===== src/rtl/bin2bcd_converter.sv =====
// bin2bcd_converter: sequential shift-and-add-3 binary to packed BCD converter.
// One SHIFT iteration per input bit, then a single DONE cycle publishes the
// result. Values above the display range show as all-0xF nibbles with OVF set.
module bin2bcd_converter #(
  parameter int BIN_WIDTH  = 14,
  parameter int NUM_DIGITS = 4
) (
  input  logic                    clk,
  input  logic                    rst,
  input  logic [BIN_WIDTH-1:0]    BIN,
  input  logic                    start,
  output logic [4*NUM_DIGITS-1:0] BCD,
  output logic                    busy,
  output logic                    done,
  output logic                    OVF
);

  localparam int SCR_W  = 4 * NUM_DIGITS;
  localparam int ITER_W = (BIN_WIDTH > 1) ? $clog2(BIN_WIDTH) : 1;

  // Largest displayable value, 10^NUM_DIGITS - 1, evaluated at elaboration.
  function automatic logic [63:0] max_display(input int digits);
    logic [63:0] p;
    p = 64'd1;
    for (int d = 0; d < digits; d++) begin
      p = p * 64'd10;
    end
    return p - 64'd1;
  endfunction

  localparam logic [63:0] LP_MAX = max_display(NUM_DIGITS);

  // Add 3 to every nibble that is 5 or more, so the following shift carries
  // correctly into the next decimal digit.
  function automatic logic [SCR_W-1:0] add3_nibbles(input logic [SCR_W-1:0] s);
    logic [SCR_W-1:0] r;
    r = s;
    for (int k = 0; k < NUM_DIGITS; k++) begin
      if (s[4*k +: 4] >= 4'd5) begin
        r[4*k +: 4] = s[4*k +: 4] + 4'd3;
      end else begin
        r[4*k +: 4] = s[4*k +: 4];
      end
    end
    return r;
  endfunction

  typedef enum logic [1:0] {
    ST_IDLE  = 2'd0,
    ST_SHIFT = 2'd1,
    ST_DONE  = 2'd2
  } state_t;

  state_t               r_state;
  logic [BIN_WIDTH-1:0] r_bin;
  logic [SCR_W-1:0]     r_scr;
  logic [ITER_W-1:0]    r_iter;
  logic                 r_ovf_pend;
  logic [SCR_W-1:0]     r_bcd;
  logic                 r_ovf;
  logic                 r_busy;
  logic                 r_done;

  logic [SCR_W-1:0]     w_adj;
  logic [SCR_W-1:0]     w_scr_next;
  logic [BIN_WIDTH-1:0] w_bin_next;
  logic                 w_ovf_cmp;

  // One iteration of the combined {scratch, binary} adjust-then-shift step,
  // plus the range check on the incoming value. When the display range
  // exceeds what BIN can hold, the comparison is constant false.
  always_comb begin
    w_adj      = add3_nibbles(r_scr);
    w_scr_next = {w_adj[SCR_W-2:0], r_bin[BIN_WIDTH-1]};
    w_bin_next = {r_bin[BIN_WIDTH-2:0], 1'b0};
    w_ovf_cmp  = (64'(BIN) > LP_MAX);
  end

  // Control FSM with datapath and registered outputs; busy trails the state by
  // one edge so it stays high through the cycle the result is published.
  always_ff @(posedge clk) begin
    if (rst) begin
      r_state    <= ST_IDLE;
      r_bin      <= {BIN_WIDTH{1'b0}};
      r_scr      <= {SCR_W{1'b0}};
      r_iter     <= {ITER_W{1'b0}};
      r_ovf_pend <= 1'b0;
      r_bcd      <= {SCR_W{1'b0}};
      r_ovf      <= 1'b0;
      r_busy     <= 1'b0;
      r_done     <= 1'b0;
    end else begin
      case (r_state)
        ST_IDLE: begin
          r_done <= 1'b0;
          if (start) begin
            r_bin      <= BIN;
            r_scr      <= {SCR_W{1'b0}};
            r_iter     <= ITER_W'(BIN_WIDTH - 1);
            r_ovf_pend <= w_ovf_cmp;
            r_busy     <= 1'b1;
            r_state    <= ST_SHIFT;
          end else begin
            r_busy     <= 1'b0;
            r_state    <= ST_IDLE;
          end
        end
        ST_SHIFT: begin
          r_busy <= 1'b1;
          r_done <= 1'b0;
          r_scr  <= w_scr_next;
          r_bin  <= w_bin_next;
          if (r_iter == {ITER_W{1'b0}}) begin
            r_state <= ST_DONE;
          end else begin
            r_iter  <= r_iter - ITER_W'(1);
            r_state <= ST_SHIFT;
          end
        end
        ST_DONE: begin
          r_busy  <= 1'b1;
          r_done  <= 1'b1;
          r_state <= ST_IDLE;
          if (r_ovf_pend) begin
            r_bcd <= {SCR_W{1'b1}};
            r_ovf <= 1'b1;
          end else begin
            r_bcd <= r_scr;
            r_ovf <= 1'b0;
          end
        end
        default: begin
          r_state <= ST_IDLE;
          r_busy  <= 1'b0;
          r_done  <= 1'b0;
        end
      endcase
    end
  end

  assign BCD  = r_bcd;
  assign OVF  = r_ovf;
  assign busy = r_busy;
  assign done = r_done;

endmodule


===== config.mk =====
export PLATFORM = sky130hd
export DESIGN_NAME = bin2bcd_converter
export DESIGN_NICKNAME = d
export VERILOG_FILES = /design/src/rtl/bin2bcd_converter.sv
export SDC_FILE = /design/constraint.sdc
export NUM_CORES = 1
export LEC_CHECK = 0
export ABC_CLOCK_PERIOD_IN_PS = 1500
export CAP_MARGIN = 20
export CORE_AREA = 2 2 77 79
export CTS_CLUSTER_DIAMETER = 80
export CTS_CLUSTER_SIZE = 12
export DETAILED_ROUTE_END_ITERATION = 10
export DIE_AREA = 0 0 79 81
export MAX_ROUTING_LAYER = met4
export PLACE_DENSITY = 0.78
export SLEW_MARGIN = 20
export SYNTH_ARGS = -nofsm -noshare
export SYNTH_HDL_FRONTEND = slang
export SYNTH_SLANG_ARGS = --single-unit

===== constraint.sdc =====
create_clock -name clk -period 1.5 [get_ports clk]
set_input_delay 0.3 -clock clk [delete_from_list [all_inputs] [get_ports clk]]
set_output_delay 0.3 -clock clk [all_outputs]
set_load 0.01 [all_outputs]

==> metrics.md <==
| Metric | Value |
|---|---|
| Fillcell total | `495` |
| Register area | `1130 µm²` |
| Post-DP HPWL | `3890 µm` |
| Syn Area/Cell | `9.24 µm²` |
| Critical path data arrival time | `1670 ps` |
| Setup Skew | `8.94 ps` |
| H-tree depth | `2` |
| First-pass GRT wire length | `9510 µm` |
| Crit end category | `flop` |
| Synthesis-stage register bit count | `56` |
| Status | `completed` |
| Final worst path period share | `97.9%` |
| Cell Area, Synth | `2610 µm²` |
| Worst path required time | `1700 ps` |
| Most common cell after layout, fill and taps aside | `nor2_1` |
| Drt pass-1 iters | `4` |
| Slew Limit Fails | `0` |
| N_diodes | `0` |
| Final global-route overflow total | `0` |
| Routed via count | `2208` |
| Initial Util | `46.1%` |
| Register area share after synthesis | `42.9%` |
| Initial antenna violation count | `0` |
| Number of max-cap violations | `0` |
| Number of global-route vias before repair | `1969` |
| Post-route setup TNS | `0 ps` |
| Clock-pin slew on the worst setup and hold paths | `100 ps` |
| Worst Tran Pin Value | `346 ps` |
| IO buf count | `35` |
| Syn Nets | `313` |
| Minimum clock period | `1470 ps` |
| CTS tree | `done` |
| Final Routed Wirelength | `5920 µm` |
| Hold Slack | `448 ps` |
| CORE AREA | `5680 µm²` |
| LEAKAGE | `1.52 nW` |
| P&R area growth vs syn | `33.4%` |
| VDD IR max | `0.408 mV` |
| Row cnt | `28` |
| Gr usage total | `19.3%` |
| Clk_lat worst skew | `310 ps` |
| Synth Instances | `283` |
| # DRC | `0` |
| Share of cells above drive strength 1 | `21.4%` |
| Tot Pwr | `3.38 mW` |
| # IOs | `36` |
| Die X | `79 µm` |
| Die H | `81 µm` |
| CP startpoint kind | `flop` |
| Final nets | `365` |
| Pwr Density | `970 nW/µm²` |
| Vias/cell | `5.37` |
| Max_slew headroom | `76.9%` |
| Setup repair after global routing missed its margin | `yes` |
| Dpl cells | `399` |
| CTS Buf Count | `5` |
| CTS Root Buffer Type | `clkbuf_8` |
| Largest net degree at the start of global routing | `28` |
| Die area | `6400 µm²` |
| ANT nets after route | `0` |
| CTS Sinks | `56` |
| Bufs on Longest Clock Path | `2` |
| Detailed Route Iter0 Violations | `142` |
| Most frequent cells in the layout | `nor2_1 (53), dfxtp_1 (52), buf_4 (20), mux2i_1 (18), clkdlybuf4s50_1 (18)` |
| Area of the multi-input gates | `1480 µm²` |
| Final GP Congestion | `0.832` |
| Setup Viol. Count Final | `0` |
| Yosys warnings | `0` |
| Worst hold-check path type | `input port to flop` |
| Critical Path Fanout Max | `13` |
| Number of hold buffers added after cts | `0` |
| Final Hold Vio Count | `0` |
| Max Fclk | `681 MHz` |
| Routed WL per cell | `14.4 µm` |
| Critical setup path kind | `flop to flop` |
| Final Non-Filler Cells | `411` |
| Netlist cell types | `37` |
-- cells by family (layout without fill, tap and decap cells) --
| logic type | count (synthesis) | count (layout) | share of synthesized area, % |
|---|---|---|---|
| compound gates | 70 | 70 | 20.2 |
| mux | 19 | 19 | 7.42 |
| simple gates | 87 | 87 | 15.6 |
| fa+ha+maj | 13 | 13 | 6.22 |
| xor+xnor | 8 | 8 | 2.68 |
| buf+inv | 30 | 83 | 4.98 |
| flops | 56 | 56 | 42.9 |
-- registers in the layout (all words and copies together) (netlist names) --
name	count
BCD	16
r_state	2
r_scr	16
busy	1
r_bin	14
r_ovf_pend	1
done	1
OVF	1
r_iter	4
-- through the flow --
step                      utilization [%]  setup WS [ps]  instance area, µm²
after floorplan                         -           1.96                2620
after global placement               56.1           -309                3180
after detailed placement             56.1           -347                3180
after CTS                            58.4          0.845                3320
after global routing                 61.4          -20.7                3490
final                                61.4           31.2                3490
-- synth_stat cells --
cell type	n	share of area [%]
a211oi_1	21	6.0
a211oi_2	7	3.4
a21oi_1	12	2.3
a22o_1	11	3.7
a22oi_1	1	0.29
a31o_2	1	0.34
a32oi_1	1	0.34
and3_1	4	0.96
buf_1	3	0.43
buf_2	5	0.96
buf_4	1	0.29
buf_6	1	0.43
clkbuf_1	7	1.0
dfxtp_1	56	43
ha_1	13	6.2
inv_1	12	1.7
inv_2	1	0.14
mux2i_1	18	6.9
mux2i_2	1	0.53
nand2_1	7	1.0
nand2b_1	6	1.4
nand3_1	2	0.38
nand3b_1	2	0.57
nor2_1	54	7.8
nor2_2	1	0.24
nor2b_1	2	0.48
nor3_1	1	0.19
nor3b_1	4	1.1
nor3b_2	2	0.96
nor4_1	1	0.24
o21ai_0	10	1.9
o21ai_4	1	0.62
o22ai_1	4	0.96
o32a_1	1	0.38
or3_1	1	0.24
xnor2_1	5	1.7
xor2_1	3	1.0
-- timing repair --
item	4_1_cts	5_1_grt
resized for setup	16	37
gates cloned	0	1
pin swaps	1	6
setup endpoints to repair	38	44
setup buffers	0	4
-- path summary, 6_finish.rpt --
check / depth (start not counted) / slack [ps] / start / end
hold reg to reg: 2 / 490 / BCD[0]$_SDFFE_PP0P_ / BCD[0]$_SDFFE_PP0P_
setup reg to reg: 7 / 30 / r_state[0]$_SDFF_PP0_ / r_bin[1]$_SDFFE_PP0P_
setup / recovery: 7 / 30 / r_state[0]$_SDFF_PP0_ / r_bin[1]$_SDFFE_PP0P_
hold / removal: 3 / 450 / rst / r_scr[1]$_SDFFE_PP0P_
-- report_power, final --
group / switching, mW / internal [mW] / total, mW
Clock: 0.489 / 0.370 / 0.859
Combinational: 0.423 / 0.433 / 0.856
Sequential: 0.0720 / 1.59 / 1.67
-- worst max-delay path, stage by stage, from the launching register on --
cell	delay (ps)
dfxtp_4	390
inv_4	40
ha_4	170
buf_4	140
o21ai_4	200
buf_4	170
clkbuf_16	170
a211oi_1	70
-- routing by layer --
metal / part of all wire, % / global-route usage [%] / vias up
li1: - / - / 1104
met5: 0 / - / -
met2: 49 / 31.3 / 34
met4: 0.96 / 4.66 / 0
met1: 47 / 25.6 / 1063
met3: 3.2 / 3.11 / 7
-- layout make-up --
type	count	area share (%)
repair buffers	62	18.3
clock inverters	2	0.287
well taps	75	2.69
multi-input cells	197	42.4
clock buffers	6	2.37
flip-flops and latches	56	32.4
inverters	13	1.54
(Power assumes the default switching activity.)
